**src/rtl/writeback_stage.sv**
```systemverilog
// rtl/writeback_stage.sv - MEM/WB register, load-wait sequencing and register-file write port
module writeback_stage #(
    parameter int MEM_TIMEOUT = 16
) (
    input  logic        clk,
    input  logic        rst,
    input  logic        xm_valid,
    input  logic        xm_RegWrite,
    input  logic        xm_MemRead,
    input  logic        xm_MemtoReg,
    input  logic        xm_is_JAL,
    input  logic        xm_halt,
    input  logic [2:0]  xm_writeReg,
    input  logic [15:0] xm_alu_result,
    input  logic [15:0] xm_PC_2,
    input  logic        mem_done,
    input  logic        mem_err,
    input  logic [15:0] mem_data_out,
    output logic        wb_stall,
    output logic        mw_RegWrite,
    output logic [2:0]  regWrSel,
    output logic [15:0] write_data,
    output logic        pend_valid,
    output logic [2:0]  pend_reg,
    output logic        halt,
    output logic        err,
    output logic [15:0] retired_count
);

    typedef enum logic [1:0] {EMPTY, HOLD, WAIT_MEM, HALTED} state_t;

    localparam logic [7:0] TMO = 8'(MEM_TIMEOUT);

    state_t      state_q, state_d;
    logic        rw_q, rw_d;
    logic        m2r_q, m2r_d;
    logic        jal_q, jal_d;
    logic        halt_pend_q, halt_pend_d;
    logic [2:0]  wreg_q, wreg_d;
    logic [15:0] alu_q, alu_d;
    logic [15:0] pc2_q, pc2_d;
    logic [15:0] ld_q, ld_d;
    logic [7:0]  cnt_q, cnt_d;
    logic        halt_q, halt_d;
    logic        err_q, err_d;
    logic [15:0] ret_q, ret_d;
    logic [7:0]  cnt_inc;
    logic        accept;

    // A committing HALT stalls too, so an offered instruction is never silently dropped.
    assign wb_stall = (state_q == WAIT_MEM) || (state_q == HALTED) ||
                      ((state_q == HOLD) && halt_pend_q);
    assign accept   = xm_valid && !wb_stall && ((state_q == EMPTY) || (state_q == HOLD));
    assign cnt_inc  = cnt_q + 8'd1;

    always_comb begin
        state_d     = state_q;
        rw_d        = rw_q;
        m2r_d       = m2r_q;
        jal_d       = jal_q;
        halt_pend_d = halt_pend_q;
        wreg_d      = wreg_q;
        alu_d       = alu_q;
        pc2_d       = pc2_q;
        ld_d        = ld_q;
        cnt_d       = cnt_q;
        halt_d      = halt_q;
        err_d       = err_q;
        ret_d       = ret_q;

        case (state_q)
            HOLD: begin
                ret_d = ret_q + 16'd1;
                if (halt_pend_q) begin
                    state_d     = HALTED;
                    halt_d      = 1'b1;
                    halt_pend_d = 1'b0;
                end else begin
                    state_d = EMPTY;
                end
            end
            WAIT_MEM: begin
                cnt_d = cnt_inc;
                if (mem_err) begin
                    err_d   = 1'b1;
                    state_d = HALTED;
                    cnt_d   = 8'd0;
                end else if (mem_done) begin
                    ld_d    = mem_data_out;
                    state_d = HOLD;
                    cnt_d   = 8'd0;
                end else if (cnt_inc >= TMO) begin
                    err_d   = 1'b1;
                    state_d = HALTED;
                    cnt_d   = 8'd0;
                end
            end
            default: ;
        endcase

        // Acceptance overrides the HOLD->EMPTY default so ALU ops stream back to back.
        if (accept) begin
            rw_d        = xm_RegWrite;
            m2r_d       = xm_MemtoReg;
            jal_d       = xm_is_JAL;
            halt_pend_d = xm_halt;
            wreg_d      = xm_writeReg;
            alu_d       = xm_alu_result;
            pc2_d       = xm_PC_2;
            state_d     = (xm_halt || !xm_MemRead) ? HOLD : WAIT_MEM;
        end
    end

    always_ff @(posedge clk) begin
        if (rst) begin
            state_q     <= EMPTY;
            rw_q        <= 1'b0;
            m2r_q       <= 1'b0;
            jal_q       <= 1'b0;
            halt_pend_q <= 1'b0;
            wreg_q      <= 3'd0;
            alu_q       <= 16'd0;
            pc2_q       <= 16'd0;
            ld_q        <= 16'd0;
            cnt_q       <= 8'd0;
            halt_q      <= 1'b0;
            err_q       <= 1'b0;
            ret_q       <= 16'd0;
        end else begin
            state_q     <= state_d;
            rw_q        <= rw_d;
            m2r_q       <= m2r_d;
            jal_q       <= jal_d;
            halt_pend_q <= halt_pend_d;
            wreg_q      <= wreg_d;
            alu_q       <= alu_d;
            pc2_q       <= pc2_d;
            ld_q        <= ld_d;
            cnt_q       <= cnt_d;
            halt_q      <= halt_d;
            err_q       <= err_d;
            ret_q       <= ret_d;
        end
    end

    // Select and data come straight from the latch, so they keep the last commit while EMPTY.
    assign mw_RegWrite   = (state_q == HOLD) && rw_q;
    assign regWrSel      = wreg_q;
    assign write_data    = jal_q ? pc2_q : (m2r_q ? ld_q : alu_q);
    assign pend_valid    = (state_q == WAIT_MEM) && rw_q;
    assign pend_reg      = (state_q == WAIT_MEM) ? wreg_q : 3'd0;
    assign halt          = halt_q;
    assign err           = err_q;
    assign retired_count = ret_q;

endmodule
```
**config.mk**
```make
export PLATFORM = sky130hd
export DESIGN_NAME = writeback_stage
export DESIGN_NICKNAME = d
export VERILOG_FILES = /design/src/rtl/writeback_stage.sv
export SDC_FILE = /design/constraint.sdc
export NUM_CORES = 1
export LEC_CHECK = 0
export BUFFER_PORTS_ARGS = -buffer_cell sky130_fd_sc_hd__buf_2
export CAP_MARGIN = 20
export CORE_ASPECT_RATIO = 1.5
export CORE_UTILIZATION = 55
export CTS_CLUSTER_SIZE = 40
export DETAILED_ROUTE_END_ITERATION = 6
export GPL_TIMING_DRIVEN = 0
export PLACE_DENSITY = 0.93
export SKIP_CTS_REPAIR_TIMING = 1
export SLEW_MARGIN = 20
export SYNTH_ARGS = -nofsm -noshare
export SYNTH_HDL_FRONTEND = slang
export SYNTH_SLANG_ARGS = --single-unit
```
**constraint.sdc**
```tcl
create_clock -name clk -period 2.6 [get_ports clk]
set_input_delay 0.52 -clock clk [delete_from_list [all_inputs] [get_ports clk]]
set_output_delay 0.52 -clock clk [all_outputs]
set_load 0.02 [all_outputs]
```
# ---- Yosys cells after proc, flatten, opt, wreduce, memory -nomap -nowiden
# Cells that the tools add are included.
dict set report op_classes {
  n_bitwise 1
  n_mux 18
  n_div 0
  multipliers 0
  shifts 0
  reduce_logical 19
  n_lt_le_gt_ge 1
  n_eq_ne 5
  addsub 2
}
# op n
set op_table {}
lappend op_table {{16-bit 2-to-1 mux} 2}
lappend op_table {{8-bit 2-to-1 mux} 3}
lappend op_table {{16-bit by 1-bit adder with 16-bit output, second input constant} 1}
lappend op_table {{2-bit 2-to-1 mux} 6}
lappend op_table {{8-bit by 1-bit adder with 8-bit output, second input constant} 1}
lappend op_table {{8-bit by 5-bit greater-or-equal comparator with 1-bit output, second input constant} 1}
lappend op_table {{3-bit AND reduction} 2}
lappend op_table {{1-bit logical AND} 5}
lappend op_table {{1-bit 2-to-1 mux} 5}
lappend op_table {{5-bit by 4-bit inequality test with 1-bit output, second input constant} 1}
lappend op_table {{2-bit equality test, second input constant} 2}
lappend op_table {{1-bit logical OR} 4}
lappend op_table {{2-bit one-hot mux with 2 select lines} 1}
lappend op_table {{2-bit AND reduction} 2}
lappend op_table {{2-bit nonzero test} 2}
lappend op_table {{3-bit 2-to-1 mux} 1}
lappend op_table {{3-bit nonzero test} 1}
lappend op_table {{2-bit by 1-bit equality test with 1-bit output, second input constant} 1}
lappend op_table {{1-bit zero test} 2}
lappend op_table {{2-bit zero test} 1}
lappend op_table {{2-bit by 1-bit inequality test with 1-bit output, second input constant} 1}
lappend op_table {{1-bit inverter} 1}
dict set report totals {
  romBits 0
  output_inout_bits 43
  n_memories 0
  regBits 83
  ram_bits 0
  in_bits 61
  latch_bits 0
}

# ---- Longest topological paths before layout
# Gate-level depths: netlist (run 1).
dict set report depth {
  ltp_word 8
  ltp_mapped 7
}

# ---- Worst setup path after synthesis (run 1)
# Ideal clock, no wire load.
dict set report synth_path {
  kind {register to output}
  start {register m2r_q}
  end {output write_data[10]}
  path_buffers 2
  t_arrival_ns 1.538
  path_slack_ns 0.542
  path_stages_with_launch 5
  path_cell_list {dfxtp_1 clkbuf_1 buf_2 mux2i_1 o21ai_0}
}
dict set report synth_between {
  elab_chain_cells 2
}
# item line
set synth_lines {}
lappend synth_lines {{from (decl)} 36} ;# logic m2r_q, m2r_d;
lappend synth_lines {{from (signal assigned)} 132} ;# m2r_q <= m2r_d;
lappend synth_lines {{16-bit 2-to-1 mux (2 in series)} 149} ;# assign write_data = jal_q ? pc2_q : (m2r_q ? ld_q : alu_q);
lappend synth_lines {{to (decl)} 22} ;# output logic [15:0] write_data,
# No other way between the ends.

# ---- Final worst setup path (run 1)
dict set report layout_path {
  start {register m2r_q}
  end {output write_data[12]}
}
# The elaborated chain is that of the path after synthesis.

==> results of run 1 <==
-- worst reg2reg max path, cell delays in order, from the launching register on --
cell and delay [ns]:
dfxtp_1 0.31, buf_2 0.16, nand2b_1 0.16, clkbuf_1 0.22
nor3_2 0.48, clkbuf_1 0.47, nand2_1 0.11, a21oi_1 0.15
-- kinds of logic (layout without fill, tap and decap cells) --
| family | after synthesis | in the layout | share of synthesized area |
|---|---|---|---|
| AND/OR/NAND/NOR | 210 | 210 | 0.267 |
| AO/OA/AOI/OAI | 100 | 100 | 0.152 |
| flip-flops | 83 | 83 | 0.463 |
| buffers and inverters | 37 | 154 | 0.0397 |
| multiplexers | 17 | 17 | 0.0474 |
| XOR/XNOR | 10 | 10 | 0.0244 |
| adder cells (fa/ha/maj) | 2 | 2 | 0.00697 |
-- synthesized netlist by cell type --
cell type,n,area share
o41ai_1,1,0.0024
nand3b_4,1,0.0056
and4_1,1,0.0024
a31oi_1,1,0.0017
a2bb2oi_1,1,0.0024
o31ai_1,3,0.0063
dfxtp_1,83,0.46
a21o_1,1,0.0021
o221ai_1,2,0.0049
or2_0,1,0.0017
xnor2_1,6,0.015
o311ai_0,1,0.0024
and3_1,6,0.010
o2bb2ai_1,1,0.0024
and2_1,6,0.010
nor3_2,1,0.0028
or3_2,1,0.0021
or3_1,3,0.0052
a21oi_1,67,0.093
ha_1,2,0.0070
xor2_1,4,0.0098
nor2_1,15,0.016
nor4b_1,2,0.0049
nand4_1,7,0.012
or2_2,1,0.0017
nand3b_1,1,0.0021
a311o_1,1,0.0028
inv_1,6,0.0063
clkbuf_1,25,0.026
nor4_1,5,0.0087
nand2b_1,4,0.0070
o211ai_1,1,0.0021
buf_2,3,0.0042
mux2i_1,17,0.047
o21a_1,1,0.0021
or4_1,3,0.0063
nand2_1,135,0.14
nand4bb_1,1,0.0031
o21ai_0,19,0.026
nor2b_1,3,0.0052
nor3_1,3,0.0042
nand3_1,10,0.014
buf_1,3,0.0031
-- metal layers --
layer	wire (um)	global-route usage	up-vias	part of all wire
li1	-	-	1782	-
met1	3530	0.321	1803	0.36
met2	5300	0.517	186	0.54
met3	626	0.0611	36	0.063
met4	416	0.167	0	0.042
met5	0	0	-	0
-- cells in the final DEF, fill, tap and decap left out, drive strengths merged, types with 3 or more instances in the layout --
master  netlist  routed
or3           4       4
buf           6     108
a21oi        67      67
and3          6       6
clkbuf       25      34
dfxtp        83      83
nand3        10      10
bufinv        0       5
o21ai        19      19
mux2i        17      17
o31ai         3       3
nand2       135     135
inv           6       7
nor4          5       5
or4           3       3
nand2b        4       4
nand4         7       7
xnor2         6       6
nor2b         3       3
nor2         15      15
nor3          4       4
xor2          4       4
and2          6       6
-- final cells by class --
| type | instances | area share |
|---|---|---|
| plain buffers | 30 | 0.0259 |
| clock buffers | 10 | 0.0307 |
| clock inverters | 6 | 0.0354 |
| inverters | 6 | 0.00502 |
| multi-input cells | 339 | 0.398 |
| flip-flops and latches | 83 | 0.370 |
| well taps | 74 | 0.0206 |
| repair buffers | 102 | 0.114 |
-- how the worst max path moves through the flow --
stage                             startpoint              to  slack [ns]  cells past startpoint
after floorplan           m2r_q$_SDFFE_PP0P_  write_data[10]        0.54                      4
after global placement    m2r_q$_SDFFE_PP0P_  write_data[12]        0.42                      5
after detailed placement  m2r_q$_SDFFE_PP0P_  write_data[12]        0.39                      5
after CTS                 m2r_q$_SDFFE_PP0P_  write_data[12]       -0.01                      5
after global routing      m2r_q$_SDFFE_PP0P_   write_data[7]        0.07                      4
final                     m2r_q$_SDFFE_PP0P_  write_data[12]        0.12                      4
-- power breakdown --
group	internal, mW	switching (mW)
clock network	0.862	0.467
registers	1.31	0.0281
logic	0.107	0.182
total	2.28	0.677
-- registers in the layout, indices dropped and copies added, names as in the netlist --
signal	cells
m2r_q	1
cnt_q	8
alu_q	16
state_q	2
regWrSel	3
retired_count	16
pc2_q	16
rw_q	1
ld_q	16
halt	1
halt_pend_q	1
jal_q	1
err	1
==> results.json, run 1 <==
{
  "powerDensity_mw_per_mm2": 659,
  "grt_max_degree": 15,
  "cts.clk_slew.worst_paths_ns": 0.09,
  "postSynthAreaPerCell_um2": 7.82,
  "hold_viol": 0,
  "drv_cap": 0,
  "skew_ns": 0.00735,
  "dp_cells": 635,
  "path_delay_family": "flip-flops",
  "grt_pass1_wl_mm": 15.1,
  "grt_setup_unrepaired": "no",
  "clk_latency_ns": 0.36,
  "fin_cells": 650,
  "synth-seq-cells": 83,
  "place_congestion": 0.852,
  "syn_inst": 459,
  "core_area_mm2": 0.00622,
  "area_growth_syn_to_layout_pct": 25.0,
  "fin_area_mm2": 0.00449,
  "firstDrtPassIters": 7,
  "worstPathMaxFanout": 10,
  "vias": 3807,
  "min_from": "xm_alu_result[15]",
  "die_w_um": 68.0,
  "port_buffers": 102,
  "cts_made_buffers": 9,
  "r2r_end": "ld_q[12]$_SDFFE_PP0P_",
  "worst_slack_ns": 0.121,
  "hold_slack_ns": 0.386,
  "slowest_stage": "dfxtp_1",
  "hold_class": "primary input to flip-flop",
  "required_ns": 2.08,
  "grt_usage": 0.297,
  "drive_gt1_frac": 0.217,
  "wl_per_cell_um": 15.2,
  "tritoncts": "built",
  "crit_path_frequent_cell": "buf_2",
  "routed_wl_mm": 9.87,
  "fmax_mhz": 403,
  "crit_chain": "buf_2, mux2i_1, o21ai_0, buf_2",
  "vias_per_cell": 5.86,
  "antenna_found_initial": 0,
  "std_cell_rows": 35,
  "place_area_mm2": 0.00419,
  "fillers": 470,
  "peakVddDrop_v": 0.000566,
  "r2r-start": "state_q[0]$_SDFFE_PP0P_",
  "slowest_delay_ns": 0.62,
  "area.sequential_mm2": 0.00166,
  "initial_core_util": 0.577,
  "synth_warnings": 0,
  "grt.overflow.total": 0,
  "ff2ff_path_depth": 7,
  "cts.sinks": 83,
  "cts-root-buf": "clkbuf_8",
  "drt_iter0_drc": 283,
  "clk_path_buf_depth": 2,
  "setup_viol": 0,
  "finalCoreUtilization": 0.721,
  "multi_input_area_mm2": 0.00179,
  "whs_endpoint": "alu_q[15]$_SDFFE_PP0P_",
  "drc_errors": 2,
  "htree_levels": 3,
  "fp.dieH_um": 101,
  "io_pins": 104,
  "end_kind": "output pin",
  "p_leak_nw": 1.87,
  "nets": 634,
  "critPathBufInv": 2,
  "rrSetupSlack_ns": 0.47,
  "max-slew-margin-rel": 0.627,
  "finalCritPeriodShare": 0.954,
  "crit_path_start_kind": "flip-flop",
  "dp_hpwl_mm": 6.91,
  "crit_arrival_ns": 1.96,
  "syn_nets": 522,
  "seq_area_frac_synth": 0.463,
  "min_delay_path_depth": 3,
  "setup_tns_ns": 0,
  "power_mw": 2.96,
  "grt_pass1_vias": 3440,
  "synth_cell_types": 43,
  "antenna_left": 0,
  "dpl_worst_slack_ns": 0.394,
  "die_area_mm2": 0.00686,
  "outcome": "complete, but fails checks",
  "diodes": 0,
  "syn_area_mm2": 0.00359,
  "tightest_slew_ns": 0.556,
  "crit_type": "flip-flop to output pin",
  "slew_viol_final": 0,
  "fin_crit_ns": 2.48,
  "failed_checks": "DRC"
}
Power figures use the tool's default switching activity.
==> run 2, diff against run 1 <==
==> constraint.sdc (replaced) <==
create_clock -name clk -period 2.6 [get_ports clk]
set_input_delay 0.52 -clock clk [delete_from_list [all_inputs] [get_ports clk]]
set_output_delay 0.52 -clock clk [all_outputs]
set_load 0.05 [all_outputs]
==> run 2 against run 1 <==
Against the previous run: the flow now finishes without violations; via count fell by 3.1%; first-iteration DRC count fell by 13%; power fell by 7.7%; worst hold slack barely moved; register-to-register slack got worse by 0.02 ns; flip-flop and latch count did not move; critical path depth did not move; critical path type unchanged; critical endpoint is now write_data[14]; largest cell class unchanged.
==> results.json, run 2 (synthesis gave the netlist of run 1 again) <==
{
  "outcome": "complete, no violations",
  "grt.overflow.total": 0,
  "worstPathMaxFanout": 10,
  "fmax_mhz": 397,
  "core_area_mm2": 0.00622,
  "htree_levels": 3,
  "cts.sinks": 83,
  "p_sw_mw": 0.739,
  "crit_path_start_kind": "flip-flop",
  "drv_cap": 0,
  "tightest_slew_ns": 0.586,
  "crit_arrival_ns": 2.00,
  "skew_ns": 0.00845,
  "wl_per_cell_um": 14.9,
  "place_congestion": 0.873,
  "fin_cells": 650,
  "path_delay_family": "flip-flops",
  "antenna_left": 0,
  "grt_max_degree": 15,
  "grt_pass1_vias": 3491,
  "dp_cells": 635,
  "routed_wl_mm": 9.66,
  "peakVddDrop_v": 0.000520,
  "dpl_worst_slack_ns": 0.374,
  "power_mw": 2.73,
  "required_ns": 2.08,
  "setup_viol": 0,
  "fp.dieH_um": 101,
  "io_pins": 104,
  "grt_pass1_wl_mm": 15.3,
  "area_growth_syn_to_layout_pct": 23.0,
  "firstDrtPassIters": 6,
  "p_leak_nw": 1.83,
  "crit_chain": "buf_2, mux2i_1, o21ai_1, buf_2",
  "power_frac_seq": 0.491,
  "clk_path_buf_depth": 2,
  "switching_share": 0.271,
  "vias_per_cell": 5.67,
  "cts_made_buffers": 9,
  "area.sequential_mm2": 0.00166,
  "dp_hpwl_mm": 7.05,
  "nets": 634,
  "end_kind": "output pin",
  "grt_usage": 0.298,
  "vias": 3688,
  "intPower_mw": 1.99,
  "mostFrequentLayoutCell": "nand2_1",
  "slew_viol_final": 0,
  "std_cell_rows": 35,
  "fillers": 456,
  "antenna_found_initial": 0,
  "drc_errors": 0,
  "powerDensity_mw_per_mm2": 618,
  "grt_setup_unrepaired": "no",
  "slowest_stage": "dfxtp_1",
  "clk_latency_ns": 0.36,
  "final_cell_mix": "135 x nand2_1, 105 x buf_2, 83 x dfxtp_1",
  "multi_input_area_mm2": 0.00179,
  "fin_crit_ns": 2.52,
  "slowest_delay_ns": 0.63,
  "hold_slack_ns": 0.386,
  "cts.clk_slew.worst_paths_ns": 0.09,
  "power_frac_comb": 0.127,
  "p_clk_frac": 0.381,
  "drive_gt1_frac": 0.215,
  "hold_class": "primary input to flip-flop",
  "die_w_um": 68.0,
  "die_area_mm2": 0.00686,
  "tritoncts": "built",
  "hold_viol": 0,
  "cts-root-buf": "clkbuf_8",
  "worst_slack_ns": 0.0822,
  "drt_iter0_drc": 246,
  "initial_core_util": 0.577,
  "diodes": 0,
  "max-slew-margin-rel": 0.610,
  "finalCritPeriodShare": 0.968,
  "crit_type": "flip-flop to output pin",
  "crit_path_frequent_cell": "buf_2",
  "critPathBufInv": 2,
  "port_buffers": 102
}
## run 2: cell count changes in the layout (fill, tap and decap cells not counted)
| cell | previous run | this run |
|---|---|---|
| o21ai_0 | 19 | 10 |
| o21ai_1 | 0 | 9 |
| bufinv_16 | 5 | 2 |
| clkinvlp_4 | 0 | 2 |
| clkbuf_1 | 24 | 25 |
## run 2: layout make-up
type / count / area share
multi-input combinational: 339 / 0.404
sequential: 83 / 0.376
clock inverter: 5 / 0.0190
clock buffer: 11 / 0.0320
inverter: 6 / 0.00510
buffer: 30 / 0.0264
timing repair buffer: 102 / 0.116
tap: 74 / 0.0210
## run 2: power groups by stage
stage | Clock (mW) | Combinational (mW) | Sequential, mW
finish | 1.04 | 0.347 | 1.34
global route | 1.10 | 0.374 | 1.35
CTS | 1.04 | 0.349 | 1.34
detailed placement | 0 | 0.346 | 1.37
global placement | 0 | 0.339 | 1.36
floorplan | 0 | 0.212 | 1.38
## run 2: metal layers
layer,wire length [um],vias up,GRT usage
met1,3510,1709,0.306
met3,611,33,0.0690
met5,0,-,0
met2,5200,165,0.531
li1,-,1781,-
met4,340,0,0.163
## run 2: per-stage QoR
| step | setup TNS, ns | instance area (um^2) | util |
|---|---|---|---|
| final | 0 | 4410 | 0.710 |
| after global routing | 0 | 4410 | 0.710 |
| after CTS | -0.194 | 4420 | 0.710 |
| after detailed placement | 0 | 4190 | 0.674 |
| after global placement | 0 | 4190 | 0.674 |
| after floorplan | 0 | 3590 | - |
## run 2: path summary, 6_finish.rpt
path	startpoint	end	slack [ns]	cells past startpoint
setup / recovery	m2r_q$_SDFFE_PP0P_	write_data[14]	0.08	4
setup reg to reg	state_q[0]$_SDFFE_PP0P_	alu_q[6]$_SDFFE_PP0P_	0.45	7
hold reg to reg	pc2_q[11]$_SDFFE_PP0P_	pc2_q[11]$_SDFFE_PP0P_	0.46	2
hold / removal	xm_PC_2[9]	pc2_q[9]$_SDFFE_PP0P_	0.39	3
## run 2: worst reg2reg max path, stage by stage (launching register included)
cell	delay, ns
dfxtp_1	0.31
buf_2	0.16
and2_1	0.21
nor2_1	0.25
clkbuf_1	0.46
buf_1	0.43
nand2_1	0.12
a21oi_1	0.14
==> run 3, diff against run 2 <==
- GPL_TIMING_DRIVEN: 0 -> 1
==> run 3 against run 2 <==
Against the previous run: sequential share of layout area about the same; worst hold slack improved by 0.016 ns; die area unchanged; largest cell class unchanged; non-clock buffer count decreased by 20; flip-flop and latch count unchanged; highest routed layer unchanged; register-to-register slack improved by 0.25 ns; sequential power about the same; clock power increased by 9%; core utilization decreased by 0.060 points; via count decreased by 4.3%; worst setup slack improved by 0.27 ns; design area about the same.
==> results.json, run 3 (synthesis gave the netlist of run 1 again) <==
{
  "outcome": "complete, no violations",
  "dp_hpwl_mm": 6.23,
  "area_growth_syn_to_layout_pct": 22.9,
  "crit_path_start_kind": "flip-flop",
  "cts-root-buf": "clkbuf_8",
  "initial_core_util": 0.577,
  "io_pins": 104,
  "hold_viol": 0,
  "cts.sinks": 83,
  "finalCritPeriodShare": 0.864,
  "grt_pass1_vias": 3331,
  "grt_setup_unrepaired": "no",
  "final_cell_mix": "135 x nand2_1, 103 x buf_2, 83 x dfxtp_1",
  "die_area_mm2": 0.00686,
  "p_leak_nw": 1.86,
  "grt.overflow.total": 0,
  "switching_share": 0.256,
  "fmax_mhz": 445,
  "fp.dieH_um": 101,
  "area.sequential_mm2": 0.00166,
  "slew_viol_final": 0,
  "htree_levels": 3,
  "crit_type": "flip-flop to output pin",
  "multi_input_area_mm2": 0.00179,
  "core_area_mm2": 0.00622,
  "firstDrtPassIters": 4,
  "clk_latency_ns": 0.35,
  "routed_wl_mm": 8.92,
  "setup_tns_ns": 0,
  "grt_pass1_wl_mm": 14.5,
  "vias": 3531,
  "grt_usage": 0.275,
  "fillers": 477,
  "antenna_left": 0,
  "dp_cells": 614,
  "diodes": 0,
  "intPower_mw": 2.09,
  "clk_path_buf_depth": 2,
  "die_w_um": 68.0,
  "peakVddDrop_v": 0.000438,
  "grt_max_degree": 68,
  "required_ns": 2.08,
  "slowest_stage": "dfxtp_1",
  "p_sw_mw": 0.720,
  "cts.clk_slew.worst_paths_ns": 0.09,
  "worstPathMaxFanout": 11,
  "power_frac_seq": 0.478,
  "vias_per_cell": 5.60,
  "hold_class": "primary input to flip-flop",
  "mostFrequentLayoutCell": "nand2_1",
  "wl_per_cell_um": 14.2,
  "p_clk_frac": 0.403,
  "cts_made_buffers": 9,
  "tritoncts": "built",
  "drv_cap": 0,
  "slowest_delay_ns": 0.55,
  "powerDensity_mw_per_mm2": 637,
  "antenna_found_initial": 0,
  "nets": 614,
  "drive_gt1_frac": 0.239,
  "crit_arrival_ns": 1.73,
  "drc_errors": 0,
  "drt_iter0_drc": 196,
  "place_congestion": 0.834,
  "std_cell_rows": 35,
  "end_kind": "output pin",
  "power_mw": 2.81,
  "fin_cells": 630,
  "tightest_slew_ns": 0.429,
  "skew_ns": 0.00889,
  "max-slew-margin-rel": 0.712,
  "port_buffers": 103,
  "crit_chain": "buf_4, mux2i_1, o21ai_1, buf_2",
  "fin_crit_ns": 2.25,
  "setup_viol": 0,
  "power_frac_comb": 0.120
}
[run 3: layout make-up]
class	instances	area share
Inverter	6	0.00511
Clock buffer	10	0.0312
Sequential cell	83	0.377
Timing Repair Buffer	112	0.135
Clock inverter	6	0.0255
Multi-Input combinational cell	339	0.405
Tap cell	74	0.0210
[run 3: metrics by stage]
step	hold WS [ns]	worst slack, ns	area (um^2)	utilization
floorplan	0.436	0.231	3590	-
global placement	0.436	0.776	4160	0.669
detailed placement	0.443	0.736	4160	0.669
CTS	0.386	0.346	4410	0.709
global route	0.387	0.266	4410	0.709
finish	0.402	0.353	4410	0.709
[run 3: per-layer routing]
layer	vias to the layer above	share of wire	track usage
li1	1734	-	-
met1	1651	0.40	0.303
met2	124	0.53	0.484
met3	22	0.045	0.0679
met4	0	0.023	0.117
met5	-	0	0
[run 3: path summary, 6_finish.rpt]
path                            from                             end  slack (ns)  cells after the start
max               m2r_q$_SDFFE_PP0P_                  write_data[11]        0.35                      4
min                 mem_data_out[10]           ld_q[10]$_SDFFE_PP0P_        0.40                      3
max reg2reg  state_q[0]$_SDFFE_PP0P_  retired_count[15]$_SDFFE_PP0N_        0.70                      4
min reg2reg         err$_SDFFE_PP0P_                err$_SDFFE_PP0P_        0.45                      2
[run 3: critical path, delay by kind of cell (launching register included)]
family / cells / cell delay (ns)
buffers and inverters: 2 / 0.52
multiplexers: 1 / 0.24
flip-flops: 1 / 0.55
AO/OA/AOI/OAI: 1 / 0.07
[run 3: power by group through the flow]
stage / logic, mW / registers, mW / clock network (mW)
3_5_place_dp: 0.333 / 1.37 / 0
4_1_cts: 0.335 / 1.34 / 1.15
2_1_floorplan: 0.212 / 1.38 / 0
5_1_grt: 0.364 / 1.35 / 1.20
6_report: 0.336 / 1.34 / 1.13
3_3_place_gp: 0.326 / 1.37 / 0
